## config.mk

```make
export PLATFORM = sky130hd
export DESIGN_NAME = pipe_funnel_tx_flat
export DESIGN_NICKNAME = d
export VERILOG_FILES = /design/src/rtl/pipe_funnel_tx_if.sv /design/src/rtl/pipe_funnel_tx.sv /design/src/flat_wrapper.sv
export SDC_FILE = /design/constraint.sdc
export NUM_CORES = 1
export LEC_CHECK = 0
export BUFFER_PORTS_ARGS = -buffer_cell sky130_fd_sc_hd__buf_2
export CAP_MARGIN = 5
export CORE_ASPECT_RATIO = 0.5
export CORE_UTILIZATION = 55
export CTS_BUF_LIST = sky130_fd_sc_hd__clkbuf_4
export DETAILED_ROUTE_END_ITERATION = 6
export GPL_ROUTABILITY_DRIVEN = 0
export GPL_TIMING_DRIVEN = 0
export PLACE_DENSITY = 0.78
export SLEW_MARGIN = 15
export SYNTH_ARGS = -nofsm -noshare
export SYNTH_HDL_FRONTEND = slang
export SYNTH_SLANG_ARGS = --single-unit
```

## constraint.sdc

```tcl
create_clock -name CLK -period 9.54 [get_ports CLK]
set_input_delay 1.431 -clock CLK [delete_from_list [all_inputs] [get_ports CLK]]
set_output_delay 1.431 -clock CLK [all_outputs]
set_load 0.02 [all_outputs]
```

## src/rtl/pipe_funnel_tx_if.sv

```systemverilog
// pipe_funnel_tx_if: enq-style pipe bundle for the message funnel.
//   Upstream pipe   : in_enq_ena / in_enq_v   -> in_enq_rdy
//   Downstream pipe : out_enq_ena / out_enq_v / out_enq_last <- out_enq_rdy
// Modports:
//   slave  - the funnel itself (accepts messages, produces beats)
//   master - the environment (offers messages, sinks beats)
interface pipe_funnel_tx_if #(
   parameter int DATA_WIDTH   = 144,
   parameter int FUNNEL_WIDTH = 32
);
   logic                    in_enq_ena;
   logic [DATA_WIDTH-1:0]   in_enq_v;
   logic                    in_enq_rdy;
   logic                    out_enq_ena;
   logic [FUNNEL_WIDTH-1:0] out_enq_v;
   logic                    out_enq_last;
   logic                    out_enq_rdy;

   modport slave (
      input  in_enq_ena, in_enq_v, out_enq_rdy,
      output in_enq_rdy, out_enq_ena, out_enq_v, out_enq_last
   );

   modport master (
      output in_enq_ena, in_enq_v, out_enq_rdy,
      input  in_enq_rdy, out_enq_ena, out_enq_v, out_enq_last
   );
endinterface

```

## src/rtl/pipe_funnel_tx.sv

```systemverilog
// pipe_funnel_tx: buffers up to two DATA_WIDTH-bit messages and emits each
// as BEATS beats of FUNNEL_WIDTH bits, least-significant beat first.
// Ports:
//   CLK   - clock, all state on rising edge
//   nRST  - asynchronous active-low reset
//   bus   - pipe_funnel_tx_if.slave (upstream message pipe, downstream beat pipe)
//   busy  - at least one message is buffered or being serialised
//
// Handshake: a transfer happens in any cycle where ENA=1; ENA is only legal
// while the matching RDY=1. in_enq_rdy depends on registered state only.
// out_enq_ena is (message available) && out_enq_rdy, so the sink's RDY
// is the only combinational path through the block.
module pipe_funnel_tx #(
   parameter int DATA_WIDTH   = 144,
   parameter int FUNNEL_WIDTH = 32
) (
   input  logic                  CLK,
   input  logic                  nRST,
   pipe_funnel_tx_if.slave       bus,
   output logic                  busy
);
   localparam int         BEATS    = (DATA_WIDTH + FUNNEL_WIDTH - 1) / FUNNEL_WIDTH;
   localparam int         PAD_W    = BEATS * FUNNEL_WIDTH;
   localparam logic [2:0] LAST_IDX = 3'(BEATS - 1);

   logic [DATA_WIDTH-1:0] fifo_mem [2];
   logic                  wr_ptr;
   logic                  rd_ptr;
   logic [1:0]            count;
   logic [2:0]            idx;

   logic                  has_msg;
   logic                  enq;
   logic                  beat_xfer;
   logic                  last_xfer;
   logic [PAD_W-1:0]      head_pad;

   assign has_msg   = (count != 2'd0);
   assign enq       = bus.in_enq_ena && bus.in_enq_rdy;
   assign beat_xfer = has_msg && bus.out_enq_rdy;
   assign last_xfer = beat_xfer && (idx == LAST_IDX);

   // Zero-extend the head message so the top beat reads 0 above DATA_WIDTH.
   always_comb begin
      head_pad                 = '0;
      head_pad[DATA_WIDTH-1:0] = fifo_mem[rd_ptr];
   end

   assign bus.in_enq_rdy   = (count < 2'd2);
   assign bus.out_enq_ena  = beat_xfer;
   // Gated by has_msg so the beat bus is 0 when empty and during reset,
   // regardless of stale storage contents.
   assign bus.out_enq_v    = has_msg ? head_pad[int'(idx) * FUNNEL_WIDTH +: FUNNEL_WIDTH]
                                     : '0;
   assign bus.out_enq_last = has_msg && (idx == LAST_IDX);
   assign busy             = has_msg;

   // Message storage needs no reset: it is never observed while count==0.
   always_ff @(posedge CLK) begin
      if (enq) begin
         fifo_mem[wr_ptr] <= bus.in_enq_v;
      end
   end

   always_ff @(posedge CLK or negedge nRST) begin
      if (!nRST) begin
         wr_ptr <= 1'b0;
         rd_ptr <= 1'b0;
         count  <= 2'd0;
         idx    <= 3'd0;
      end else begin
         if (enq) begin
            wr_ptr <= ~wr_ptr;
         end
         if (beat_xfer) begin
            if (idx == LAST_IDX) begin
               idx    <= 3'd0;
               rd_ptr <= ~rd_ptr;
            end else begin
               idx <= idx + 3'd1;
            end
         end
         // Enqueue together with a final-beat dequeue leaves count unchanged.
         if (enq && !last_xfer) begin
            count <= count + 2'd1;
         end else if (!enq && last_xfer) begin
            count <= count - 2'd1;
         end
      end
   end

   // Upstream must not strobe ENA while the buffer is full.
   enq_while_full: assert property (@(posedge CLK) disable iff (!nRST)
      !(bus.in_enq_ena && !bus.in_enq_rdy));

endmodule

```

## src/flat_wrapper.sv

```systemverilog
// flat-port wrapper written by rule: the top's interface ports become plain ports
module pipe_funnel_tx_flat 
#(
   parameter int DATA_WIDTH   = 144,
   parameter int FUNNEL_WIDTH = 32
)
  (CLK, nRST, busy, bus_in_enq_ena, bus_in_enq_v, bus_out_enq_rdy, bus_in_enq_rdy, bus_out_enq_ena, bus_out_enq_v, bus_out_enq_last);
  pipe_funnel_tx_if #(.DATA_WIDTH(DATA_WIDTH), .FUNNEL_WIDTH(FUNNEL_WIDTH)) bus_i ();
  input  logic CLK;
  input  logic nRST;
  output logic busy;
  input wire logic [$bits(bus_i.in_enq_ena)-1:0] bus_in_enq_ena;
  input wire logic [$bits(bus_i.in_enq_v)-1:0] bus_in_enq_v;
  input wire logic [$bits(bus_i.out_enq_rdy)-1:0] bus_out_enq_rdy;
  output wire logic [$bits(bus_i.in_enq_rdy)-1:0] bus_in_enq_rdy;
  output wire logic [$bits(bus_i.out_enq_ena)-1:0] bus_out_enq_ena;
  output wire logic [$bits(bus_i.out_enq_v)-1:0] bus_out_enq_v;
  output wire logic [$bits(bus_i.out_enq_last)-1:0] bus_out_enq_last;
  assign bus_i.in_enq_ena = bus_in_enq_ena;
  assign bus_i.in_enq_v = bus_in_enq_v;
  assign bus_i.out_enq_rdy = bus_out_enq_rdy;
  assign bus_in_enq_rdy = bus_i.in_enq_rdy;
  assign bus_out_enq_ena = bus_i.out_enq_ena;
  assign bus_out_enq_v = bus_i.out_enq_v;
  assign bus_out_enq_last = bus_i.out_enq_last;
  pipe_funnel_tx #(.DATA_WIDTH(DATA_WIDTH), .FUNNEL_WIDTH(FUNNEL_WIDTH)) u_core (.CLK(CLK), .nRST(nRST), .bus(bus_i), .busy(busy));
endmodule
```

* Yosys cells after proc, flatten, opt, wreduce, memory -nomap -nowiden
Memory sizes are Yosys's and may differ from the RTL's.
Index checks and enable logic that the tools add are counted.
** Storage, ports and cells
- Output and inout port bits :: 36
- Input port bits :: 148
- Bits in writable memories :: 288
- Memories kept :: 1
- Flip-flop bits (word level) :: 7
- Word-level logic and storage cells :: 30
** Memories
- u_core.fifo_mem :: depth 2, bits a word 144, rd ports 1, clocked after Yosys merged registers in 0, write ports 1, RTL line pipe_funnel_tx.sv:26 : logic [DATA_WIDTH-1:0] fifo_mem [2];
** Operators by class
- Reductions and logical operators :: 11
- Magnitude comparators :: 1
- Bitwise operators :: 2
- Shifts and indexed selects :: 1
- Add/sub/neg operators :: 3
- Equality and inequality tests :: 1
- Multiplexer cells :: 6
** Operators with widths (count)
- $shiftx 160x9->32 :: 1
- $mux 32 :: 1
- $logic_and 1x1->1 :: 6
- $mux 2 :: 2
- $reduce_bool 2->1 :: 2
- $add 3x1->3 const B :: 1
- $eq 3x3->1 const B :: 1
- $mux 3 :: 1
- $add 2x1->2 const B :: 1
- $logic_not 1->1 :: 2
- $lt 2x2->1 const B :: 1
- $mux 1 :: 2
- $not 1->1 :: 2
- $reduce_and 2->1 :: 1
- $sub 2x1->2 const B :: 1

* Depth between registers and ports, before layout
Gate-level depths: netlist of the first run.
- Depth after elaboration :: 6
- Gate-level depth with buffers :: 9
- Depth with buffers taken out :: 7

* Worst setup path after synthesis of the first run
No wires, ideal clock.
- Kind :: in2reg
- From :: in bus_in_enq_ena
- To :: mem u_core.fifo_mem[0][0] (enable)
- Slack :: 0.847 ns
- Arrival :: 8.026 ns
- Data required time :: 8.873 ns
- Cell stages on the path :: 2
- Buffers on the path :: 0
- Setup time :: 0.667 ns
- Path through :: nor2b_1 nor2b_1
** On the way
- Cells in the longest elaborated chain, start to end :: 3
** RTL lines
- from (decl) :: RTL line flat_wrapper.sv:12 : input wire logic [$bits(bus_i.in_enq_ena)-1:0] bus_in_enq_ena;
- $logic_and 1x1->1 :: RTL line pipe_funnel_tx.sv:39 : assign enq = bus.in_enq_ena && bus.in_enq_rdy;
- $mux 1 :: RTL line pipe_funnel_tx.sv:60 : if (enq) begin
- $mux 1 (implied by the code) :: RTL line pipe_funnel_tx.sv:61 : fifo_mem[wr_ptr] <= bus.in_enq_v;
- to (decl) :: RTL line pipe_funnel_tx.sv:26
No other way between the ends.

* Worst setup path after layout of the first run
- From :: reg u_core.idx[0]
- To :: out bus_out_enq_v[11]
** On the way
- Cells in the longest elaborated chain, start to end :: 2
** RTL lines
- from (decl) :: RTL line pipe_funnel_tx.sv:30 : logic [2:0] idx;
- from (signal assigned) :: RTL line pipe_funnel_tx.sv:80 : idx <= idx + 3'd1;
- $shiftx 160x9->32 :: RTL line pipe_funnel_tx.sv:53 : assign bus.out_enq_v = has_msg ? head_pad[int'(idx) * FUNNEL_WIDTH +: FUNNEL_WIDTH]
- $mux 32 :: RTL line pipe_funnel_tx.sv:53
- to (decl) :: RTL line flat_wrapper.sv:17 : output wire logic [$bits(bus_i.out_enq_v)-1:0] bus_out_enq_v;
No other way between the ends.

==> flow_summary_export.csv, run 1 <==
group,metric,value,unit
die,die_x,206.1,um
die,start_util,57.52,%
sta,slew_headroom,59.46,%
synth,synth.top_cell.area_share,75.52,%
drt,drt-pass1-iter-count,5,
grt,grt_max_degree,48,
layout,drive_gt1_share,40.38,%
grt,grt_pass1_vias,6802,
grt,grt_overflow,0,
setup_path,crit_type,"register to output port",
clock_network,cts_resized,0,
power,finalPower,4.254,mW
synth,synthCells,587,
synth,synth_async_sr_flop_share,2.373,%
clock_network,ctsLongestPathBuffers,3,
power,irDropWorstVdd,0.1544,mV
synth,synth-seq-area-share,77.05,%
sta,period_minus_slack,4015,ps
clock_network,ctsHtreeMaxLevel,3,
synth,postSynthAreaPerCell,19.51,um^2
setup_path,cp_cell_sequence,"buf_6 > nor2_4 > nand3_1 > clkbuf_1 > o21ai_1 > buf_2",
setup_path,worstSetupEndpointType,"output port",
sta,fmax,249.0,MHz
sta,worst_pin_slew,608.1,ps
clock_network,clk_latency,640,ps
layout,final_area,13720,um^2
sta,finalMaxSlewViolations,0,
setup_path,r2r-start,"u_core.idx[1]",
synth,yosys_warnings,0,
run,max_cap_violations,0,
sta,finalCritPeriodShare,42.09,%
layout,nFillCells,1385,
grt,track_usage,22.71,%
sta,hold_slack,554.9,ps
setup_path,worstPathArrival,2580,ps
setup_path,max_stage_delay,410,ps
die,fp.dieH,104.0,um
clock_network,clkTransAtPathRegs,70,ps
die,die_area,21440,um^2
synth,synth_edf_count,288,
die,row_count,36,
place,io_buffers,183,
clock_network,clkSinkCount,295,
sta,rsz0062_at_grt,"false",
synth,synth_top_cells_by_area,"edfxtp_1 (76%), mux2i_1 (7.0%), mux4_2 (6.3%)",
power,power.density,310.0,nW/um^2
clock_network,numCtsBuffers,66,
sta,hold_violations,0,
clock_network,ctsHoldBuffers,0,
drt,drt.antenna.violating_nets,0,
setup_path,crit_fanout,10,
drt,wire_per_inst,20.18,um
worst_hold_path,hold_path.startpoint,"u_core.wr_ptr",
setup_path,critPathLaunch,"u_core.idx[0]",
setup_path,crit_required,8110,ps
sta,clock_skew,27.47,ps
setup_path,worst_setup_path_start_kind,"register",
drt,avgViaCountPerCell,5.390,
drt,drc,0,
layout,seq_area,8823,um^2
sta,setup_tns,0,ps
synth,synth_fp_nets,738,
grt,grt_pass1_wl,36.30,mm
clock_network,cts_tree,"done",
worst_hold_path,hp-class,"register to register",
synth,yosys.area.top_type,"edfxtp_1",
synth,synth-main-ff-cell,"edfxtp_1",
power,leakage,5.147,nW
die,core_area,19910,um^2
drt,wl,23.36,mm
grt,antenna_found_initial,3,
die,ios,184,
clock_network,post_cts_buffers,0,
place,post-dp-hpwl,15.46,mm
synth,netlist_area,11450,um^2
place,placed_area,12910,um^2
layout,multi_input_area,2344,um^2
sta,finalSetupViolations,0,
clock_network,cts_root_buffer,"clkbuf_4",
layout,syn2layout_area_growth,19.82,%
setup_path,cp_slowest_cell,"dfrtp_1",
layout,nets,998,
run_status,outcome,"completed",
drt,drtIter0Drc,295,
synth,yosys_register_bits,295,
drt,vias,6242,
synth,ys_types,30,
==> state kept, by name, summed over array words and instances, names as in the netlist <==
name             cells
u_core.fifo_mem    288
u_core.idx           3
u_core.count         2
u_core.rd_ptr        1
u_core.wr_ptr        1
==> critical path: cells and delay by family (launching register included) <==
family	cells	cell delay [ps]
AND/OR/NAND/NOR	2	540
AO/OA/AOI/OAI	1	250
buffers and inverters	3	750
flip-flops	1	410
==> per-layer routing <==
metal | share of wire, % | wire (um) | GRT usage (%) | vias to the layer above
li1 | - | - | - | 2907
met1 | 42 | 9910 | 29.33 | 3132
met2 | 51 | 11890 | 37.97 | 171
met3 | 5.3 | 1244 | 5.796 | 32
met4 | 1.4 | 317 | 7.038 | 0
met5 | 0 | 0 | 0 | -
==> per-stage QoR <==
stage	util [%]	worst slack [ps]	cells
4_1_cts	68.89	5461	1155
3_3_place_gp	63.79	-2620	1036
3_5_place_dp	64.86	6036	1045
6_report	68.92	5525	1158
5_1_grt	68.91	5309	1157
2_1_floorplan	-	847.0	587
==> report_power, final <==
group          internal, mW  leakage (nW)  total, mW  switching, mW
clock                 0.488         0.493      0.945          0.457
sequential             1.69          2.73       1.75         0.0620
combinational         0.626          1.93       1.56          0.929
total                  2.81          5.15       4.25           1.45
==> logic make-up (layout without fill, tap and decap cells) <==
family,count (synthesis),after routing,share of synthesized area [%]
adder cells (fa/ha/maj),3,3,0.3278
flip-flops,295,295,77.05
AO/OA/AOI/OAI,70,70,3.758
multiplexers,112,112,13.29
AND/OR/NAND/NOR,66,66,2.622
XOR/XNOR,5,5,0.3825
buffers and inverters,36,338,2.578
other,0,3,0
==> layout by cell type (no fill, tap or decap), drive strengths merged, types with 5 or more instances in the layout <==
cell type / netlist / routed
inv: 5 / 7
a21oi: 17 / 17
mux4: 32 / 32
nand2: 35 / 35
buf: 24 / 216
o21ai: 21 / 21
nor2: 5 / 5
mux2i: 80 / 80
clkbuf: 7 / 110
a22oi: 32 / 32
clkinv: 0 / 5
nand3: 18 / 18
edfxtp: 288 / 288
dfrtp: 7 / 7
==> cell type report <==
cell class,instances,area share (%)
antenna,3,0.05471
buffer,31,2.015
clock buffer,103,5.635
clock inverter,7,0.2006
inverter,5,0.1368
multi-input combinational,256,17.08
sequential,295,64.30
tap,266,2.425
timing repair buffer,192,8.152
==> synth_stat cells (2+ instances only) <==
cell type	n
dfrtp_1	7
buf_2	7
inv_1	4
edfxtp_1	288
mux4_2	32
o21ai_1	17
nor2_1	4
ha_1	3
buf_6	10
xnor2_1	3
nand2_1	35
a22oi_1	32
buf_12	3
clkbuf_1	6
mux2i_1	80
xor2_1	2
nor2b_1	4
nand3_1	18
buf_8	2
a21oi_1	17
o21ai_0	4
==> path summary, 6_finish.rpt <==
| path | cells past startpoint | slack (ps) | to |
|---|---|---|---|
| worst max-delay path | 6 | 5520 | bus_out_enq_v[11] |
| worst min-delay path | 1 | 550 | u_core.wr_ptr |
| worst max register to register | 9 | 7160 | u_core.count[1] |
| worst min register to register | 1 | 550 | u_core.wr_ptr |
| max in group asynchronous | 1 | 8740 | u_core.rd_ptr |
| min in group asynchronous | 1 | 630 | u_core.idx[2] |
(Power assumes the default switching activity.)
==> inputs of run 2 (changes only) <==
--- a/config.mk
+++ b/config.mk
@@ -5,10 +5,11 @@
 export SDC_FILE = /design/constraint.sdc
 export NUM_CORES = 1
 export LEC_CHECK = 0
+export ABC_AREA = 1
 export BUFFER_PORTS_ARGS = -buffer_cell sky130_fd_sc_hd__buf_2
 export CAP_MARGIN = 5
 export CORE_ASPECT_RATIO = 0.5
-export CORE_UTILIZATION = 55
+export CORE_UTILIZATION = 53
 export CTS_BUF_LIST = sky130_fd_sc_hd__clkbuf_4
 export DETAILED_ROUTE_END_ITERATION = 6
 export GPL_ROUTABILITY_DRIVEN = 0
==> constraint.sdc (replaced) <==
create_clock -name CLK -period 3.3 [get_ports CLK]
set_input_delay 0.495 -clock CLK [delete_from_list [all_inputs] [get_ports CLK]]
set_output_delay 0.495 -clock CLK [all_outputs]
set_load 0.02 [all_outputs]
==> flow_summary_export.csv, run 2 <==
group,metric,value,unit
run_status,outcome,"completed",
synth,yosys.area.top_type,"edfxtp_1",
setup_path,crit_type,"register to output port",
grt,grt_max_degree,30,
place,place_inst,1657,
worst_hold_path,hp-class,"input pin to register",
die,row_count,39,
setup_path,timing.rr.end,"u_core.count[1]",
layout,final_area,16240,um^2
synth,netlist_area,12450,um^2
setup_path,worstSetupEndpointType,"output port",
clock_network,clkTransAtPathRegs,80,ps
grt,grt_overflow,0,
drt,wl,34.92,mm
sta,hold_slack,52.58,ps
synth,synth-seq-area-share,70.86,%
synth,yosys_warnings,0,
synth,synthCells,1156,
sta,slew_headroom,43.26,%
power,p_sw_share,40.76,%
synth,synth.top_cell.area_share,69.45,%
layout,nets,1714,
setup_path,crit_fanout,10,
setup_path,critPathLaunch,"u_core.idx[0]",
synth,synth_edf_count,288,
grt,grt_pass1_wl,52.31,mm
drt,vias,9864,
synth,synth.cells.most_frequent,"nand2_1 (342), edfxtp_1 (288), inv_1 (151)",
layout,syn2layout_area_growth,30.41,%
die,die_area,24150,um^2
sta,clock_skew,23.51,ps
layout,layout_common_cells,"nand2_1 (341), edfxtp_1 (288), buf_2 (208)",
setup_path,r2r-start,"u_core.idx[1]",
synth,synth-simple-area-share,19.76,%
drt,drtIter0Drc,904,
power,leakage,7.138,nW
drt,drt.antenna.violating_nets,0,
die,fp.dieH,110.4,um
synth,synth-main-ff-cell,"edfxtp_1",
synth,synth_async_sr_flop_share,2.373,%
place,post-dp-hpwl,21.20,mm
grt,antenna_found_initial,1,
setup_path,reg2reg_setup_slack,600,ps
drt,drt-pass1-iter-count,5,
grt,grt_util_met1,36.23,%
synth,synth_fp_nets,1307,
synth,ys_types,20,
clock_network,ctsLongestPathBuffers,3,
sta,setup_tns,0,ps
die,core_area,22930,um^2
clock_network,clk_latency,690,ps
clock_network,clkSinkCount,295,
setup_path,crit_required,2800,ps
clock_network,ctsHtreeMaxLevel,3,
layout,top_register,"u_core.fifo_mem",
layout,final_common_cell,"nand2_1",
place,placed_area,14020,um^2
sta,finalSetupViolations,0,
synth,synthAdderAreaFrac,0.3014,%
synth,synth_top_family_by_area,"simple AND/OR/NAND/NOR gates",
synth,synthXorXnorAreaFrac,0.2814,%
clock_network,post_cts_buffers,0,
setup_path,worstRegToRegCells,10,
place,io_buffers,183,
power,irDropWorstVdd,0.4833,mV
clock_network,cts_root_buffer,"clkbuf_4",
die,die_x,218.8,um
die,ios,184,
drt,avgViaCountPerCell,5.170,
clock_network,cts_tree,"done",
layout,final_cells,1908,
grt,grt_util_met3,6.831,%
layout,largest_reg_flops,288,
setup_path,worst_setup_path_start_kind,"register",
synth,postSynthAreaPerCell,10.77,um^2
power,p_switching,5.506,mW
sta,finalCritPeriodShare,94.97,%
run,max_cap_violations,0,
clock_network,numCtsBuffers,67,
grt,grt_pass1_vias,10050,
die,start_util,54.29,%
power,finalPower,13.51,mW
synth,yosys_register_bits,295,
sta,finalMaxSlewViolations,0,
power,combPwrFrac,41.7,%
power,clkPwrFrac,20.9,%
setup_path,worstPathArrival,2640,ps
power,p_seq_share,37.4,%
drt,drc,0,
synth,synth_compound_area_share,1.487,%
grt,busiest_layer,"met2",
grt,track_usage,29.47,%
grt,use_met2,50.54,%
layout,drive_gt1_share,21.63,%
setup_path,critPathCapture,"bus_out_enq_v[15]",
synth,synth.mux.area_fraction,0,%
power,power.density,832.0,nW/um^2
sta,hold_violations,0,
sta,fmax,319.1,MHz
sta,period_minus_slack,3134,ps
layout,top_regs,"u_core.fifo_mem: 288 flops, u_core.idx: 3 flops, u_core.count: 2 flops",
synth,synth_top_cells_by_area,"edfxtp_1 (69%), nand2_1 (10%), nand3_1 (5.2%)",
synth,yosysMostFrequentCell,"nand2_1",
sta,worst_pin_slew,849.0,ps
power,internal_power,8.004,mW
drt,wire_per_inst,18.30,um
run 2: critical path, cell delays in order (launching register included):
cell and delay (ps):
dfrtp_1 410, buf_6 170, inv_2 200, clkbuf_1 470, nand3_1 140, nand3_1 150
nand3_1 140, nand2_1 90, buf_2 160
run 2: worst min-delay path by stage:
stage	from	end	slack [ps]	cells after the start
finish	bus_in_enq_v[79]	u_core.fifo_mem[0][79]	50	1
global route	bus_in_enq_v[79]	u_core.fifo_mem[1][79]	2	1
CTS	bus_in_enq_v[70]	u_core.fifo_mem[1][70]	0.9	1
detailed placement	nRST	u_core.count[1]	330	1
global placement	nRST	u_core.wr_ptr	330	1
floorplan	nRST	u_core.count[0]	200	0
run 2: cell type report:
| type | instances | area, um^2 |
|---|---|---|
| antenna | 1 | 2.502 |
| buffer | 56 | 332.8 |
| clock buffer | 100 | 750.7 |
| clock inverter | 6 | 22.52 |
| fill | 1569 | 6696 |
| inverter | 154 | 578.1 |
| multi-input combinational | 651 | 2736 |
| sequential | 295 | 8823 |
| tap | 307 | 384.1 |
| timing repair buffer | 338 | 2608 |
run 2: timing repair:
item	in CTS	in global routing
hold buffers	142	2
endpoints found under the hold margin	289	4
setup endpoints to repair	0	1
gates resized for setup	0	2
run 2: cells by family after synthesis:
kind of cell	Yosys count
AOI/OAI and AO/OA	37
xor gates and xnor gates	4
adders and majority gates	3
buffers and inverters	210
DFF	295
and+or+nand+nor	607
run 2: through the flow:
step                util, %  worst slack (ps)
floorplan                 -             75.31
global placement      60.04             -1098
detailed placement    61.13             572.3
CTS                   70.70             195.1
global route          70.80            -47.11
finish                70.80             166.0
run 2: power groups by stage:
stage                     sequential (mW)  clock (mW)  combinational (mW)
after global placement               5.17           0                5.00
after detailed placement             5.11           0                5.32
after CTS                            5.03        2.79                5.49
after floorplan                      5.11           0                3.41
after global routing                 5.09        3.03                6.16
final                                5.06        2.82                5.63
run 2: routing by layer:
metal / part of all wire [%] / vias up / wire length [um]
met4: 3.3 / 0 / 1146
met2: 50 / 503 / 17400
met3: 7.5 / 101 / 2622
met5: 0 / - / 0
li1: - / 4596 / -
met1: 39 / 4664 / 13750
==> inputs of run 3 (changes only) <==
--- a/config.mk
+++ b/config.mk
@@ -9,12 +9,14 @@
 export BUFFER_PORTS_ARGS = -buffer_cell sky130_fd_sc_hd__buf_2
 export CAP_MARGIN = 5
 export CORE_ASPECT_RATIO = 0.5
+export CORE_MARGIN = 2
 export CORE_UTILIZATION = 53
 export CTS_BUF_LIST = sky130_fd_sc_hd__clkbuf_4
 export DETAILED_ROUTE_END_ITERATION = 6
 export GPL_ROUTABILITY_DRIVEN = 0
 export GPL_TIMING_DRIVEN = 0
 export PLACE_DENSITY = 0.78
+export RECOVER_POWER = 25
 export SLEW_MARGIN = 15
 export SYNTH_ARGS = -nofsm -noshare
 export SYNTH_HDL_FRONTEND = slang
==> flow_summary_export.csv, run 3 (synthesis gave the netlist of run 2 again) <==
group,metric,value,unit
place,post-dp-hpwl,21.31,mm
layout,multi_input_area,2736,um^2
clock_network,clkTransAtPathRegs,80,ps
layout,final_common_cell,"nand2_1",
setup_path,worstPathArrival,2620,ps
clock_network,ctsHtreeMaxLevel,3,
drt,drt.antenna.violating_nets,0,
power,finalPower,13.41,mW
die,die_x,220.8,um
setup_path,cp_slowest_cell,"dfrtp_1",
sta,finalCritPeriodShare,94.34,%
setup_path,max_stage_delay,500,ps
sta,clock_skew,43.40,ps
sta,rsz0062_at_grt,"false",
drt,drt-pass1-iter-count,5,
die,die_area,24810,um^2
sta,hold_violations,0,
clock_network,ctsLongestPathBuffers,3,
sta,period_minus_slack,3113,ps
place,place_inst,1656,
sta,hold_slack,54.39,ps
run,max_cap_violations,0,
die,fp.dieH,112.4,um
setup_path,crit_type,"register to output port",
grt,grt_overflow,0,
clock_network,clkSinkCount,295,
clock_network,numCtsBuffers,67,
setup_path,crit_fanout,10,
die,start_util,54.29,%
layout,top_regs,"u_core.fifo_mem: 288 flops, u_core.idx: 3 flops, u_core.count: 2 flops",
drt,wl,32.72,mm
drt,vias,9450,
clock_network,cts_tree,"done",
sta,finalMaxSlewViolations,0,
power,irDropWorstVdd,0.4235,mV
grt,grt_pass1_wl,47.98,mm
grt,track_usage,25.59,%
place,io_buffers,183,
layout,layout_common_cells,"nand2_1 (341), edfxtp_1 (288), inv_1 (150)",
power,power.density,863.4,nW/um^2
worst_hold_path,hp-class,"input pin to register",
grt,antenna_found_initial,2,
clock_network,ctsHoldBuffers,14,
die,ios,184,
sta,fin_ws,186.8,ps
clock_network,clk_latency,650,ps
setup_path,worst_setup_path_start_kind,"register",
place,dp_slack,704.7,ps
layout,nets,1650,
layout,final_cells,1846,
power,leakage,6.682,nW
setup_path,crit_family,"buffers and inverters",
layout,drive_gt1_share,17.70,%
layout,nFillCells,1708,
setup_path,crit_required,2800,ps
drt,avgViaCountPerCell,5.119,
run_status,outcome,"completed",
drt,drtIter0Drc,1051,
sta,worst_pin_slew,688.8,ps
sta,slew_headroom,54.08,%
setup_path,worstSetupEndpointType,"output port",
setup_path,cp_cell_sequence,"inv_2 > clkbuf_1 > ha_1 > nand2_1 > nor2_1 > buf_2",
setup_path,worst-path-buf-inv,3,
layout,seq_area,8823,um^2
drt,drc,0,
clock_network,cts_root_buffer,"clkbuf_4",
clock_network,post_cts_buffers,0,
grt,grt_max_degree,30,
sta,fmax,321.2,MHz
layout,largest_reg_flops,288,
layout,top_register,"u_core.fifo_mem",
layout,syn2layout_area_growth,24.77,%
grt,grt_pass1_vias,9257,
clock_network,cts_resized,0,
layout,utilization,67.74,%
drt,wire_per_inst,17.72,um
die,row_count,39,
die,core_area,22930,um^2
sta,finalSetupViolations,0,
[run 3: changes by cell type in the layout (fill, tap and decap cells not counted), moves of 4 or more]
cell and change:
buf_16 -4, buf_2 -69, clkbuf_1 +70, clkbuf_4 -5, clkinv_1 +4, dlygate4sd3_1 -63
[run 3: worst paths after layout]
kind | start | to | slack (ps) | cells after the start
max in group asynchronous | nRST | u_core.rd_ptr | 2740 | 2
worst min register to register | u_core.count[0] | u_core.count[0] | 550 | 1
min in group asynchronous | nRST | u_core.idx[0] | 250 | 2
worst max-delay path | u_core.idx[1] | bus_out_enq_last | 190 | 6
worst max register to register | u_core.idx[1] | u_core.count[1] | 530 | 10
worst min-delay path | bus_in_enq_v[57] | u_core.fifo_mem[1][57] | 50 | 1
[run 3: layout make-up]
| type | count | share of cell area, % |
|---|---|---|
| flip-flops and latches | 295 | 56.79 |
| multi-input cells | 651 | 17.61 |
| repair buffers | 274 | 11.85 |
| clock buffers | 95 | 4.590 |
| inverters | 154 | 3.721 |
| well taps | 307 | 2.472 |
| plain buffers | 56 | 2.134 |
| clock inverters | 12 | 0.7973 |
| diodes | 2 | 0.03221 |
[run 3: worst register-to-register path, stage by stage, from the launching register on]
cell      delay, ps
dfrtp_1         500
inv_2           240
clkbuf_1        510
ha_1            270
nand2_1          80
nor2_1          160
nand2_1         140
ha_1            360
a21oi_1         120
o21ai_0         110
xor2_1          150
[run 3: per-stage QoR]
step           instance area, um^2  setup TNS, ps
3_3_place_gp                 13770        -309420
4_1_cts                      14950              0
2_1_floorplan                12470              0
3_5_place_dp                 13970              0
5_1_grt                      15540              0
6_report                     15540              0
[run 3: report_power, final]
part / switching, mW / internal, mW / leakage [nW]
Clock: 1.39 / 1.55 / 0.496
Combinational: 3.74 / 1.69 / 3.46
Sequential: 0.187 / 4.86 / 2.72
Total: 5.32 / 8.09 / 6.68
[run 3: metal layers]
layer | track usage (%) | vias up | part of all wire (%) | wire length [um]
met5 | 0 | - | 0 | 0
met4 | 9.156 | 0 | 2.4 | 795
met3 | 5.691 | 69 | 8.1 | 2656
met2 | 42.42 | 455 | 50 | 16360
met1 | 33.55 | 4452 | 39 | 12910
li1 | - | 4474 | - | -
